## config.mk

```make
export PLATFORM = sky130hd
export DESIGN_NAME = posit_encode_round
export DESIGN_NICKNAME = d
export VERILOG_FILES = /design/src/rtl/posit_pkg.sv /design/src/rtl/posit_round_rne.sv /design/src/rtl/posit_encode_round.sv
export SDC_FILE = /design/constraint.sdc
export NUM_CORES = 1
export LEC_CHECK = 0
export ABC_AREA = 1
export CORE_UTILIZATION = 50
export CTS_CLUSTER_DIAMETER = 150
export CTS_CLUSTER_SIZE = 12
export DETAILED_ROUTE_END_ITERATION = 7
export GPL_TIMING_DRIVEN = 0
export MAX_ROUTING_LAYER = met4
export PLACE_DENSITY = 0.73
export SYNTH_ARGS = -nofsm -noshare
export SYNTH_HDL_FRONTEND = slang
export SYNTH_SLANG_ARGS = --single-unit
```

## constraint.sdc

```tcl
create_clock -name clk_i -period 3.5 [get_ports clk_i]
set_input_delay 1.05 -clock clk_i [delete_from_list [all_inputs] [get_ports clk_i]]
set_output_delay 1.05 -clock clk_i [all_outputs]
set_load 0.02 [all_outputs]
```

## src/rtl/posit_pkg.sv

```systemverilog
// rtl/posit_pkg.sv - shared posit field bundle and special encodings for the encoder pipeline
package posit_pkg;

  localparam int POSIT_N  = 32;
  localparam int POSIT_ES = 2;
  localparam int POSIT_RS = $clog2(POSIT_N);

  typedef struct packed {
    logic                        sign;
    logic                        sign_exp;
    logic signed [POSIT_RS+2:0]  regime;
    logic [POSIT_ES-1:0]         exp;
    logic [2*POSIT_N-1:0]        mant;
    logic                        inf;
    logic                        zero;
  } posit_fields_t;

  localparam logic [POSIT_N-1:0] NAR    = {1'b1, {(POSIT_N-1){1'b0}}};
  localparam logic [POSIT_N-1:0] MAXPOS = {1'b0, {(POSIT_N-1){1'b1}}};
  localparam logic [POSIT_N-1:0] MINPOS = {{(POSIT_N-1){1'b0}}, 1'b1};

endpackage

```

## src/rtl/posit_round_rne.sv

```systemverilog
// rtl/posit_round_rne.sv - round-to-nearest-even on the unsigned posit body, clamped to [minpos, maxpos]
module posit_round_rne
  import posit_pkg::*;
#(
  parameter int N = POSIT_N
) (
  input  logic [N-2:0] body,
  input  logic         guard,
  input  logic         sticky,
  output logic [N-2:0] rounded
);

  logic         inc;
  logic [N-1:0] sum;

  assign inc = guard & (sticky | body[0]);
  assign sum = {1'b0, body} + {{(N-1){1'b0}}, inc};

  // A carry out of the body would alias NaR, an all-zero body would alias zero.
  always_comb begin
    rounded = sum[N-2:0];
    if (sum[N-1])
      rounded = {(N-1){1'b1}};
    else if (sum[N-2:0] == '0)
      rounded = {{(N-2){1'b0}}, 1'b1};
  end

endmodule

```

## src/rtl/posit_encode_round.sv

```systemverilog
// rtl/posit_encode_round.sv - 2-stage posit packer with RNE rounding, saturation and valid/ready flow
// POSIT_ENC_FLAGS_EN adds registered inexact_o / saturated_o outputs.
module posit_encode_round
  import posit_pkg::*;
#(
  parameter int N  = POSIT_N,
  parameter int ES = POSIT_ES,
  parameter int RS = $clog2(N)
) (
  input  logic                 clk_i,
  input  logic                 rst_ni,
  input  logic                 in_valid_i,
  output logic                 in_ready_o,
  input  logic                 sign_i,
  input  logic                 sign_exp_i,
  input  logic signed [RS+2:0] regime_i,
  input  logic [ES-1:0]        exp_i,
  input  logic [2*N-1:0]       mant_i,
  input  logic                 inf_i,
  input  logic                 zero_i,
  output logic                 out_valid_o,
  input  logic                 out_ready_i,
`ifdef POSIT_ENC_FLAGS_EN
  output logic                 inexact_o,
  output logic                 saturated_o,
`endif
  output logic [N-1:0]         posit_o
);

  localparam int WW = 3*N + ES - 1;
  localparam logic signed [RS+2:0] REG_SAT = (RS+3)'(N-1);

  posit_fields_t f;
  logic          unused_hidden;

  assign f = '{sign: sign_i, sign_exp: sign_exp_i, regime: regime_i, exp: exp_i,
               mant: mant_i, inf: inf_i, zero: zero_i};
  assign unused_hidden = f.mant[2*N-1];

  // stage 1: lay regime run, terminator, exponent and fraction out left-aligned
  logic          run_bit;
  logic          sat_in;
  logic [RS+2:0] shamt;
  logic [WW-1:0] run_mask;
  logic [WW-1:0] wide;

  assign run_bit  = ~f.sign_exp;
  assign sat_in   = (f.regime >= REG_SAT);
  assign shamt    = f.regime;
  assign run_mask = run_bit ? ~({WW{1'b1}} >> shamt) : '0;
  assign wide     = run_mask |
                    ({~run_bit, f.exp, f.mant[2*N-2:0], {(N-1){1'b0}}} >> shamt);

  logic         s1_v, s2_v;
  logic         s1_adv, s2_adv;
  logic         s1_sign, s1_sign_exp, s1_sat, s1_nar, s1_zero;
  logic [N-2:0] s1_body;
  logic         s1_guard, s1_sticky;
  logic [N-1:0] s2_posit;

  assign s2_adv     = ~s2_v | out_ready_i;
  assign s1_adv     = ~s1_v | s2_adv;
  assign in_ready_o = rst_ni & s1_adv;

  always_ff @(posedge clk_i) begin
    if (!rst_ni) begin
      s1_v <= 1'b0;
    end else if (s1_adv) begin
      s1_v        <= in_valid_i;
      s1_sign     <= f.sign;
      s1_sign_exp <= f.sign_exp;
      s1_sat      <= sat_in;
      s1_nar      <= f.inf;
      s1_zero     <= f.zero;
      s1_body     <= wide[WW-1 -: N-1];
      s1_guard    <= wide[WW-N];
      s1_sticky   <= |wide[WW-N-1:0];
    end
  end

  // stage 2: round, saturate, negate, specials
  logic [N-2:0] rounded;
  logic [N-2:0] body_fin;
  logic [N-1:0] mag;
  logic [N-1:0] posit_next;

  posit_round_rne #(.N(N)) u_round (
    .body    (s1_body),
    .guard   (s1_guard),
    .sticky  (s1_sticky),
    .rounded (rounded)
  );

  always_comb begin
    body_fin = rounded;
    if (s1_sat)
      body_fin = s1_sign_exp ? {{(N-2){1'b0}}, 1'b1} : {(N-1){1'b1}};
    mag        = {1'b0, body_fin};
    posit_next = s1_sign ? (~mag + 1'b1) : mag;
    if (s1_nar)
      posit_next = NAR;
    else if (s1_zero)
      posit_next = '0;
  end

  always_ff @(posedge clk_i) begin
    if (!rst_ni) begin
      s2_v     <= 1'b0;
      s2_posit <= '0;
    end else if (s2_adv) begin
      s2_v     <= s1_v;
      s2_posit <= posit_next;
    end
  end

`ifdef POSIT_ENC_FLAGS_EN
  logic normal;
  assign normal = ~s1_nar & ~s1_zero;

  always_ff @(posedge clk_i) begin
    if (!rst_ni) begin
      inexact_o   <= 1'b0;
      saturated_o <= 1'b0;
    end else if (s2_adv) begin
      inexact_o   <= normal & (s1_guard | s1_sticky | s1_sat);
      saturated_o <= normal & s1_sat;
    end
  end
`endif

  assign out_valid_o = s2_v;
  assign posit_o     = s2_posit;

endmodule

```

# Word-level counts from Yosys, hierarchy flattened
# Index checks and enable logic that the tools add are counted.
# totals
register_bits	72
elab_cells	37
# classes
n_mux	8
order_cmp	1
n_shift	2
reduce_logical	3
addsub	2
bitwise	10
# op_table
operator	count
$mux W31	4
$mux W97	1
$not A97 Y97	1
$or A97 B97 Y97	1
$shr A97 B8 Y97	1
$shr A97 B8 Y97 const A	1
$mux W32	3
$reduce_or A65 Y1	1
$add A31 B1 Y32	1
$add A32 B1 Y32 const B	1
$not A31 Y32	1
$logic_not A31 Y1	1
$ge A8 B6 Y1 const B	1
$or A1 B1 Y1	3
$and A1 B1 Y1	2
$not A1 Y1	2
$reduce_and A2 Y1	1

# Depth between registers and ports, before layout
# Gate-level depths: netlist of run 1.
# logic_depth
ltp_word	12
ltp_mapped	26

# By module
# From an unflattened synthesis of run 1, not the netlist that was laid out.
# hier_totals
cells_unflattened	1856
hier_area_um2	9819.4
# modules_own_cells
module	area_per_inst_um2	cells_per_inst	instances
posit_encode_round	8493.1	1569	1
posit_round_rne	1326.3	287	1

# Least setup slack after synthesis of run 1
# No wires, ideal clock.
# synth_path
path_kind	input-to-output
startpoint	input out_ready_i
endpoint	output in_ready_o
setup_slack_ns	0.342
path_buffers	0
stages	4
required_ns	2.450
arrival_time_ns	2.108
cell_sequence	nor2_1 nand2_1 nand2_1 inv_1
# synth_between
elab_chain_cells	3
# synth_lines
element	line	text
start, declared	posit_encode_round.sv:22	input logic out_ready_i,
$or A1 B1 Y1	posit_encode_round.sv:61	assign s2_adv = ~s2_v | out_ready_i;
$or A1 B1 Y1	posit_encode_round.sv:62	assign s1_adv = ~s1_v | s2_adv;
$and A1 B1 Y1	posit_encode_round.sv:63	assign in_ready_o = rst_ni & s1_adv;
end, declared	posit_encode_round.sv:13	output logic in_ready_o,
# No other way between the ends.

# Worst setup path in the final report of run 1
# layout_path
startpoint	register s1_body[0]
endpoint	register s2_posit[22], in the netlist posit_o[22]
# layout_between
elab_chain_cells	12
# layout_lines
element	line	text
start, declared	posit_encode_round.sv:57	logic [N-2:0] s1_body;
start signal, assigned	posit_encode_round.sv:75	s1_body <= wide[WW-1 -: N-1];
$or A1 B1 Y1	posit_round_rne.sv:16	assign inc = guard & (sticky | body[0]);
$and A1 B1 Y1	posit_round_rne.sv:16	
$add A31 B1 Y32 *	posit_round_rne.sv:17	assign sum = {1'b0, body} + {{(N-1){1'b0}}, inc};
$logic_not A31 Y1	posit_round_rne.sv:24	else if (sum[N-2:0] == '0)
$mux W31	posit_round_rne.sv:24	
$mux W31 *	posit_round_rne.sv:22	if (sum[N-1])
$mux W31 *	posit_encode_round.sv:96	if (s1_sat)
$not A31 Y32	posit_encode_round.sv:99	posit_next = s1_sign ? (~mag + 1'b1) : mag;
$add A32 B1 Y32	posit_encode_round.sv:99	
$mux W32 *	posit_encode_round.sv:99	
$mux W32 *	posit_encode_round.sv:102	else if (s1_zero)
$mux W32 *	posit_encode_round.sv:100	if (s1_nar)
end signal, assigned	posit_encode_round.sv:112	s2_posit <= posit_next;
end, declared	posit_encode_round.sv:59	logic [N-1:0] s2_posit;
# Mark *: on every way between the ends. The rest lies on a longest branch, timed or not.
# A chain may end at the register's enable or synchronous reset.

==> impl_metrics.csv, run 1 <==
group,metric,value,unit
run_status,status,"complete, but fails checks",
run_status,violations,"design-rule violations",
global_route,grt_pass1_vias,11460,
detailed_routing,drc,4,
worst_setup_path,reg2reg_slack,110,ps
global_route,grt_max_degree,40,
worst_setup_path,worstPathRequired,3780,ps
yosys,async_flop_share,0,
cells_and_area,layout.filler_cells,1760,
sta,slew_headroom,0.4938,
sta,fin_crit,3394,ps
clock_tree,h-tree-depth,3,
detailed_routing,drtAntennaViolNets,0,
cells_and_area,final_util,0.6335,
min_path,hold_path_class,"flop to flop",
yosys,syn_nets,1818,
clock_tree,cts.sinks,72,
cells_and_area,layout.nets,1960,
sta,fin_skew,7.321,ps
clock_tree,numCtsBuffers,9,
worst_setup_path,path_max_fanout,7,
detailed_routing,drt-pass1-iter-count,8,
power,combPwrFrac,0.414,
cells_and_area,fin_area,11460,sq um
detailed_routing,wl,39490,um
power,switching_share,0.4048,
detailed_routing,drt_iter0_markers,1818,
power,p_leak,0.005368,uW
worst_setup_path,crit_path_top_delay_cell,"edfxtp_1",
sta,rsz0062_at_grt,"yes",
power,p_clk_frac,0.285,
power,peakVddDrop,0.2611,mV
worst_setup_path,crit_end,"posit_o[22]$_SDFFE_PN0P_",
yosys,yosys_warnings,0,
worst_setup_path,max_stage_delay,350,ps
power,intPower,1964,uW
worst_setup_path,critical-path-top-delay-family,"simple AND/OR/NAND/NOR gates",
placed_design,gp_congestion,1.042,
cells_and_area,most-common-layout-cells,"nand2_1, nand3_1, nor2_1, clkdlybuf4s50_1, inv_1",
cells_and_area,areaGrowthSynthToFinish,23.68,%
global_route,grt_pass1_wl,60550,um
clock_tree,cts_tree,"built",
sta,fmax,294.7,MHz
worst_setup_path,path_depth,25,
sta,finalHoldViolCount,0,
floorplanning,dieArea,19080,sq um
yosys,synth_edf_count,38,
yosys,syn_inst,1733,
placed_design,port-buffer-count,112,
clock_tree,clk_pin_slew,60,ps
placed_design,dpl_cell_area,10670,sq um
clock_tree,cts_hold_buf,0,
yosys,synth_flop_cell,"edfxtp_1",
worst_setup_path,path_buf_inv,2,
floorplanning,rows,49,
min_path,whs_path_depth,2,
floorplanning,die_w,138.1,um
cells_and_area,final_common_cell,"nand2_1",
detailed_routing,avgViaCountPerCell,6.045,
worst_setup_path,r2r_cells,25,
yosys,netlist_area,9264,sq um
floorplanning,coreArea,18090,sq um
detailed_routing,avgRoutedWirePerCell,18.72,um
worst_setup_path,reg2reg_to,"posit_o[22]$_SDFFE_PN0P_",
worst_setup_path,crit_start,"s1_body[0]$_DFFE_PP_",
yosys,syn_avg_cell_area,5.346,sq um
detailed_routing,vias,12750,
clock_tree,root_buffer,"clkbuf_16",
sta,min_period_over_period,0.9696,
worst_setup_path,crit_type,"flop to flop",
floorplanning,die_y,138.1,um
worst_setup_path,crit_path_start_kind,"flop",
sta,worst_slew_pin_slew,759.3,ps
placed_design,dp_hpwl,31470,um
floorplanning,pin_count,116,
sta,slew_violations,0,
worst_setup_path,r2r_start,"s1_body[0]$_DFFE_PP_",
floorplanning,start_util,0.5122,
global_route,antenna_found_initial,0,
sta,setup_violations,0,
power,seqPwrFrac,0.301,
global_route,grt.total_usage,0.4153,
power,p_per_area,288.0,nW/um^2
worst_setup_path,setup.worst_path.end_class,"flop",
cells_and_area,drive_gt1_frac,0.1117,
yosys,synth_seq_cells,72,
flow_run,maxCapViolCount,0,
yosys,ys_types,49,
clock_tree,insertion_delay,350,ps
cells_and_area,diodes,0,
yosys,ys_seq_area_frac,0.1967,
power,netSwitchingPower,1336,uW
global_route,overflow,0,
worst_setup_path,crit_arrival,3670,ps
clock_tree,clockBufferDepth,2,
==> worst min-delay path, cell delays in order (launching register included) <==
cell and delay [ps]:
dfxtp_1 310, nand2_1 60, a21oi_1 50
==> power by group through the flow <==
stage | clock network, uW | registers [uW] | logic, uW
floorplan | 0 | 1010 | 785
global placement | 0 | 1010 | 1230
detailed placement | 0 | 1010 | 1230
CTS | 944 | 989 | 1260
global route | 980 | 996 | 1470
finish | 939 | 993 | 1370
==> sequential cells by signal, indices dropped and copies added, names as in the netlist <==
| register | count |
|---|---|
| s1_sticky | 1 |
| s1_nar | 1 |
| s1_zero | 1 |
| s1_body | 31 |
| s1_sign_exp | 1 |
| s1_sat | 1 |
| s1_guard | 1 |
| s1_sign | 1 |
| out_valid_o | 1 |
| s1_v | 1 |
| posit_o | 32 |
==> final cells by class <==
type                       instances  area [sq um]  share of cell area
timing repair buffer             131          1265              0.1104
sequential                        72          1822              0.1590
tap                              229         286.5             0.02501
clock inverter                     6         67.56            0.005897
inverter                         108         439.2             0.03833
multi-input combinational       1463          6902              0.6024
buffer                            90         446.7             0.03899
clock buffer                      10         229.0             0.01998
==> metal layers <==
| metal | track usage | up-vias | routed length (um) |
|---|---|---|---|
| li1 | - | 5943 | - |
| met1 | 0.5659 | 5847 | 16560 |
| met2 | 0.6082 | 837 | 16510 |
| met4 | 0.1260 | 0 | 1126 |
| met3 | 0.09422 | 121 | 5292 |
| met5 | - | - | 0 |
==> through the flow <==
| step | hold slack, ps | worst slack [ps] | total power (uW) | setup TNS, ps | instances |
|---|---|---|---|---|---|
| after floorplan | 440.7 | 342.0 | 1797 | 0 | 1733 |
| after global placement | 450.5 | -1266 | 2231 | -5460 | 2074 |
| after detailed placement | 454.1 | -807.2 | 2239 | -6280 | 2074 |
| after CTS | 463.6 | 3.649 | 3197 | 0 | 2097 |
| after global routing | 479.5 | -111.9 | 3448 | -519.2 | 2109 |
| final | 466.0 | 106.4 | 3299 | 0 | 2109 |
==> logic make-up after synthesis <==
family          Yosys count  share of synthesized area
simple gates           1218                     0.5577
compound gates          234                     0.1457
buf+inv                 198                    0.08779
flops                    72                     0.1966
xor+xnor                  4                   0.003782
mux                       4                   0.004322
fa+ha+maj                 3                   0.004052
==> synthesized netlist by cell type (3+ instances only) <==
| cell type | instances | area [sq um] |
|---|---|---|
| nand2_1 | 740 | 2778 |
| nand3_1 | 208 | 1041 |
| nor2_1 | 173 | 649.4 |
| inv_1 | 93 | 349.1 |
| o21ai_0 | 84 | 420.4 |
| a21oi_1 | 59 | 295.3 |
| clkbuf_1 | 38 | 142.6 |
| edfxtp_1 | 38 | 1141 |
| dfxtp_1 | 34 | 680.7 |
| buf_2 | 26 | 130.1 |
| o21ai_1 | 24 | 120.1 |
| nand4_1 | 20 | 125.1 |
| buf_1 | 19 | 71.32 |
| a31oi_1 | 16 | 100.1 |
| nand3b_1 | 15 | 112.6 |
| nand2_2 | 13 | 81.33 |
| o21a_1 | 12 | 90.09 |
| inv_2 | 10 | 37.54 |
| o211ai_1 | 10 | 75.07 |
| or2_2 | 9 | 56.30 |
| nor2_2 | 8 | 50.05 |
| o21ai_2 | 8 | 70.07 |
| nor3_1 | 7 | 35.03 |
| nand3_2 | 6 | 60.06 |
| and2_1 | 5 | 31.28 |
| clkinv_1 | 5 | 18.77 |
| o22ai_1 | 5 | 31.28 |
| a21oi_2 | 4 | 35.03 |
| buf_4 | 4 | 30.03 |
| mux2i_1 | 4 | 40.04 |
| nor2_4 | 4 | 45.04 |
| a21o_1 | 3 | 22.52 |
| buf_6 | 3 | 33.78 |
| ha_1 | 3 | 37.54 |
| o221ai_1 | 3 | 26.28 |
==> worst min path at each step <==
stage / from / endpoint / slack [ps]
5_1_grt: posit_o[23]$_SDFFE_PN0P_ / posit_o[23]$_SDFFE_PN0P_ / 480
6_report: posit_o[13]$_SDFFE_PN0P_ / posit_o[13]$_SDFFE_PN0P_ / 470
2_1_floorplan: s1_v$_SDFFE_PN0N_ / out_valid_o$_SDFFE_PN0P_ / 440
3_5_place_dp: posit_o[13]$_SDFFE_PN0P_ / posit_o[13]$_SDFFE_PN0P_ / 450
4_1_cts: posit_o[13]$_SDFFE_PN0P_ / posit_o[13]$_SDFFE_PN0P_ / 460
3_3_place_gp: s1_v$_SDFFE_PN0N_ / out_valid_o$_SDFFE_PN0P_ / 450
==> repair_timing <==
item / 4_1_cts / 5_1_grt
gates resized for setup: 54 / 77
gates cloned: 0 / 0
setup endpoints to repair: 12 / 16
buffers inserted: 7 / 13
pin swaps: 7 / 28
(Power assumes the default switching activity.)
==> run 2: changes to the inputs <==
Settings changed: CTS_BUF_LIST set to sky130_fd_sc_hd__clkbuf_4 sky130_fd_sc_hd__clkbuf_8 sky130_fd_sc_hd__clkbuf_16, SLEW_MARGIN set to 5.
==> run 2 against run 1 <==
The flow still finishes with violations (design-rule violations). Cell count is the same. Sequential share of layout area is essentially flat. Hold slack worse by 2.2 ps. Die area is the same. Register-to-register slack barely moved. Largest cell class unchanged.
==> impl_metrics.csv, run 2 (synthesis results as in run 1) <==
group,metric,value,unit
sta,fin_skew,6.122,ps
worst_setup_path,crit_path_start_kind,"flop",
min_path,hold_end,"posit_o[0]$_SDFFE_PN0P_",
clock_tree,root_buffer,"clkbuf_16",
global_route,grt_max_degree,40,
placed_design,gp_congestion,1.042,
sta,min_period_over_period,0.9683,
clock_tree,cts.sinks,72,
sta,fmax,295.1,MHz
detailed_routing,avgRoutedWirePerCell,18.71,um
detailed_routing,drtAntennaViolNets,0,
floorplanning,die_y,138.1,um
worst_setup_path,path_buf_inv,2,
placed_design,port-buffer-count,112,
cells_and_area,drive_gt1_frac,0.1122,
clock_tree,insertion_delay,350,ps
worst_setup_path,critical-path-top-delay-family,"simple AND/OR/NAND/NOR gates",
sta,finalHoldViolCount,0,
run_status,status,"complete, but fails checks",
detailed_routing,drt_iter0_markers,1833,
sta,hold_slack,463.8,ps
power,seqPwrFrac,0.300,
power,p_per_area,288.3,nW/um^2
cells_and_area,diodes,0,
sta,fin_crit,3389,ps
global_route,antenna_found_initial,0,
clock_tree,h-tree-depth,3,
cells_and_area,layout.filler_cells,1753,
detailed_routing,avgViaCountPerCell,6.023,
sta,worst_slew_pin_slew,749.6,ps
sta,rsz0062_at_grt,"yes",
placed_design,dp_hpwl,31470,um
sta,setup_violations,0,
floorplanning,dieArea,19080,sq um
clock_tree,numCtsBuffers,9,
clock_tree,clk_pin_slew,60,ps
worst_setup_path,r2r_start,"s1_body[0]$_DFFE_PP_",
worst_setup_path,worstPathRequired,3780,ps
power,intPower,1972,uW
clock_tree,cts_tree,"built",
detailed_routing,drc,5,
run_status,violations,"design-rule violations",
worst_setup_path,path_max_fanout,7,
worst_setup_path,r2r_cells,25,
clock_tree,clockBufferDepth,2,
floorplanning,start_util,0.5122,
worst_setup_path,crit_path_top_delay_cell,"edfxtp_1",
sta,slew_violations,0,
power,switching_share,0.4037,
global_route,overflow,0,
sta,slew_headroom,0.5003,
power,p_leak,0.005374,uW
detailed_routing,vias,12700,
detailed_routing,drt-pass1-iter-count,8,
cells_and_area,largest_reg_flops,32,
global_route,grt.total_usage,0.4153,
worst_setup_path,max_stage_delay,350,ps
min_path,hold_path_startpoint,"posit_o[0]$_SDFFE_PN0P_",
global_route,grt_pass1_wl,60520,um
floorplanning,coreArea,18090,sq um
clock_tree,cts_hold_buf,0,
power,netSwitchingPower,1335,uW
worst_setup_path,crit_type,"flop to flop",
worst_setup_path,crit_arrival,3670,ps
cells_and_area,final_common_cell,"nand2_1",
worst_setup_path,setup.worst_path.end_class,"flop",
cells_and_area,areaGrowthSynthToFinish,23.81,%
power,power,3306,uW
cells_and_area,most-common-layout-cells,"nand2_1, nand3_1, nor2_1, clkdlybuf4s50_1, inv_1",
worst_setup_path,reg2reg_slack,110,ps
floorplanning,pin_count,116,
min_path,hold_path_class,"flop to flop",
detailed_routing,wl,39460,um
global_route,grt_pass1_vias,11470,
floorplanning,rows,49,
flow_run,maxCapViolCount,0,
worst_setup_path,reg2reg_to,"posit_o[22]$_SDFFE_PN0P_",
floorplanning,die_w,138.1,um
power,combPwrFrac,0.414,
min_path,whs_path_depth,2,
power,p_clk_frac,0.286,
cells_and_area,layout.nets,1960,
power,peakVddDrop,0.2617,mV
[run 2: worst max path at each step]
stage,start,to,slack [ps],cells past startpoint
after floorplan,out_ready_i,in_ready_o,340,4
after global placement,out_ready_i,in_ready_o,-1270,6
after detailed placement,out_ready_i,in_ready_o,-810,6
after CTS,s1_body[0]$_DFFE_PP_,posit_o[16]$_SDFFE_PN0P_,4,25
after global routing,s1_body[0]$_DFFE_PP_,posit_o[20]$_SDFFE_PN0P_,-140,24
final,s1_body[0]$_DFFE_PP_,posit_o[22]$_SDFFE_PN0P_,110,25
[run 2: timing repair]
action,4_1_cts,5_1_grt
buffers inserted,7,13
gates resized for setup,54,79
endpoints found under the setup margin,12,16
pin swaps,7,29
[run 2: power groups by stage]
stage	Clock [uW]	Sequential [uW]	Combinational, uW
detailed placement	0	1010	1230
CTS	952	989	1260
finish	945	993	1370
global placement	0	1010	1230
floorplan	0	1010	785
global route	987	996	1470
[run 2: layout make-up]
class,count,area (sq um),share of cell area
multi-input combinational,1463,6907,0.6022
sequential,72,1822,0.1588
timing repair buffer,131,1269,0.1106
buffer,90,446.7,0.03894
inverter,108,439.2,0.03829
tap,229,286.5,0.02498
clock buffer,10,232.7,0.02029
clock inverter,6,67.56,0.005891
[run 2: per-layer routing]
layer,share of wire,vias to the layer above,track usage,wire length [um]
li1,-,5951,-,-
met1,0.41,5757,0.5642,16320
met2,0.42,868,0.6090,16450
met3,0.14,127,0.09525,5538
met4,0.029,0,0.1271,1154
met5,0,-,-,0
[run 2: worst reg2reg max path, cell delays in order, from the launching register on]
cell	delay [ps]
edfxtp_1	350
o21a_1	180
ha_4	170
ha_4	140
nand2_4	60
nor2_4	210
nand2_4	130
nor2_4	150
nand3b_1	100
nand2_2	120
nor2_2	50
nand2_1	60
nor2_1	50
nand3_2	140
nand2_4	90
inv_4	70
ha_4	140
nand3_4	80
nor2_4	130
nand3_4	120
o21ai_4	280
buf_6	140
nand2_2	40
a21oi_1	120
o21ai_1	90
a21oi_1	130
[run 2: metrics by stage]
step	cells	worst slack, ps	instance area, sq um	TNS, ps	utilization
floorplan	1733	342.0	9264	0	-
global placement	2074	-1266	10670	-5460	0.5900
detailed placement	2074	-807.2	10670	-6280	0.5900
CTS	2097	3.649	11180	0	0.6181
global route	2109	-142.3	11470	-610.1	0.6342
finish	2109	111.1	11470	0	0.6342
==> run 3: changes to the inputs <==
--- a/config.mk
+++ b/config.mk
@@ -12,5 +12,4 @@
 export CTS_CLUSTER_SIZE = 12
 export DETAILED_ROUTE_END_ITERATION = 7
-export GPL_TIMING_DRIVEN = 0
 export MAX_ROUTING_LAYER = met4
 export PLACE_DENSITY = 0.73
==> constraint.sdc (replaced) <==
create_clock -name clk_i -period 3.5 [get_ports clk_i]
set_input_delay 1.05 -clock clk_i [delete_from_list [all_inputs] [get_ports clk_i]]
set_output_delay 1.05 -clock clk_i [all_outputs]
set_load 0.01 [all_outputs]
==> run 3 against run 2 <==
The run still ends with design-rule violations left. Cell area decreased by 1.5%. First-iteration DRC count fell by 29%. Clock-buffer cell count shrank 1. Critical endpoint is now posit_o[18]$_SDFFE_PN0P_.
==> impl_metrics.csv, run 3 (synthesis results as in run 1) <==
group,metric,value,unit
detailed_routing,vias,11670,
floorplanning,rows,49,
sta,rsz0062_at_grt,"yes",
worst_setup_path,r2r_cells,26,
worst_setup_path,crit_type,"flop to flop",
power,p_leak,0.005333,uW
cells_and_area,final_common_cell,"nand2_1",
clock_tree,clk_pin_slew,60,ps
floorplanning,coreArea,18090,sq um
min_path,hold_path_class,"flop to flop",
detailed_routing,drt-pass1-iter-count,7,
clock_tree,insertion_delay,340,ps
min_path,hold_end,"posit_o[16]$_SDFFE_PN0P_",
worst_setup_path,reg2reg_to,"posit_o[18]$_SDFFE_PN0P_",
clock_tree,cts_tree,"built",
floorplanning,die_w,138.1,um
cells_and_area,multi_input_area,6759,sq um
flow_run,maxCapViolCount,0,
floorplanning,die_y,138.1,um
placed_design,gp_congestion,1.080,
global_route,antenna_found_initial,0,
cells_and_area,fin_area,11290,sq um
power,p_per_area,281.4,nW/um^2
detailed_routing,avgRoutedWirePerCell,15.25,um
cells_and_area,diodes,0,
floorplanning,dieArea,19080,sq um
cells_and_area,layout.filler_cells,1833,
sta,final.setup.tns,0,ps
worst_setup_path,critical-path-top-delay-family,"simple AND/OR/NAND/NOR gates",
run_status,violations,"design-rule violations",
clock_tree,numCtsBuffers,9,
sta,fmax,292.8,MHz
cells_and_area,drive_gt1_frac,0.09570,
sta,slew_headroom,0.6319,
sta,worst_slew_pin_slew,551.6,ps
worst_setup_path,reg2reg_slack,80,ps
worst_setup_path,worstPathRequired,3770,ps
worst_setup_path,cpMostUsedCell,"nand2_1",
worst_setup_path,max_stage_delay,350,ps
cells_and_area,ff_latch_area,1822,sq um
worst_setup_path,crit_arrival,3690,ps
clock_tree,h-tree-depth,3,
run_status,status,"complete, but fails checks",
worst_setup_path,path_max_fanout,5,
detailed_routing,avgViaCountPerCell,5.641,
sta,fin_crit,3415,ps
global_route,overflow,0,
global_route,grt_max_degree,66,
placed_design,pre_cts_ws,-83.72,ps
worst_setup_path,path_buf_inv,2,
detailed_routing,wl,31540,um
global_route,grt_pass1_wl,51320,um
global_route,grt.total_usage,0.3387,
min_path,whs_path_depth,2,
cells_and_area,largest_reg_flops,32,
sta,finalHoldViolCount,0,
placed_design,dp_hpwl,24970,um
sta,fin_ws,84.94,ps
min_path,hold_path_startpoint,"posit_o[16]$_SDFFE_PN0P_",
worst_setup_path,crit_path_start_kind,"flop",
sta,setup_violations,0,
worst_setup_path,r2r_start,"s1_body[0]$_DFFE_PP_",
clock_tree,cts.sinks,72,
global_route,grt_pass1_vias,10200,
cells_and_area,final_util,0.6244,
clock_tree,clockBufferDepth,2,
sta,slew_violations,0,
detailed_routing,drtAntennaViolNets,0,
placed_design,dpl_cell_area,10810,sq um
cells_and_area,layout.nets,1919,
floorplanning,pin_count,116,
clock_tree,root_buffer,"clkbuf_16",
floorplanning,start_util,0.5122,
worst_setup_path,crit_path_top_delay_cell,"edfxtp_1",
cells_and_area,areaGrowthSynthToFinish,21.89,%
sta,hold_slack,461.0,ps
sta,fin_skew,8.187,ps
placed_design,port-buffer-count,114,
power,peakVddDrop,0.2407,mV
detailed_routing,drc,4,
sta,min_period_over_period,0.9757,
detailed_routing,drt_iter0_markers,1307,
worst_setup_path,setup.worst_path.end_class,"flop",
cells_and_area,most-common-layout-cells,"nand2_1, nand3_1, nor2_1, clkdlybuf4s50_1, inv_1",
-- run 3: cell types whose count changed in the layout (fill, tap and decap cells not counted), moves of 8 or more --
cell and delta:
clkbuf_2 -16, buf_1 -9, buf_2 -23, clkbuf_1 -27
buf_4 +34, buf_12 +8, o21ai_0 +16, o21ai_1 -11
-- run 3: tightest hold or removal path: stages, from the launching register on --
cell	delay [ps]
dfxtp_1	310
nand2_1	60
a21oi_1	50
-- run 3: layer usage --
layer	wire, um	vias up	global-route usage
li1	-	5863	-
met1	14910	5277	0.4973
met2	13380	488	0.4930
met3	2829	38	0.04399
met4	419	0	0.06742
met5	0	-	-
-- run 3: repair_timing --
action,4_1_cts,5_1_grt
setup buffers,1,6
hold endpoints to repair,0,0
setup endpoints to repair,8,17
pin swaps,5,14
gates cloned,0,0
hold buffers,0,0
resized for setup,12,19
-- run 3: power by group --
group | total [uW] | switching, uW | internal (uW)
combinational | 1240 | 778 | 465
clock | 943 | 384 | 559
sequential | 991 | 45.9 | 945
total | 3180 | 1210 | 1970
-- run 3: layout make-up --
cell class | count | share of cell area
multi-input combinational | 1463 | 0.5986
sequential | 72 | 0.1613
timing repair buffer | 180 | 0.1519
inverter | 108 | 0.03590
tap | 229 | 0.02537
clock buffer | 9 | 0.01994
clock inverter | 7 | 0.006981
-- run 3: per-stage QoR --
stage	cells	power, uW
3_3_place_gp	2045	2190
6_report	2068	3177
5_1_grt	2068	3367
4_1_cts	2062	3149
3_5_place_dp	2045	2200
2_1_floorplan	1733	1784
-- run 3: worst max path at each step --
stage	startpoint	to	cells after the start
floorplan	out_ready_i	in_ready_o	4
global placement	sign_exp_i	s1_sticky$_DFFE_PP_	17
detailed placement	sign_exp_i	s1_sticky$_DFFE_PP_	17
CTS	s1_body[0]$_DFFE_PP_	posit_o[16]$_SDFFE_PN0P_	24
global route	s1_body[0]$_DFFE_PP_	posit_o[16]$_SDFFE_PN0P_	24
finish	s1_body[0]$_DFFE_PP_	posit_o[18]$_SDFFE_PN0P_	26
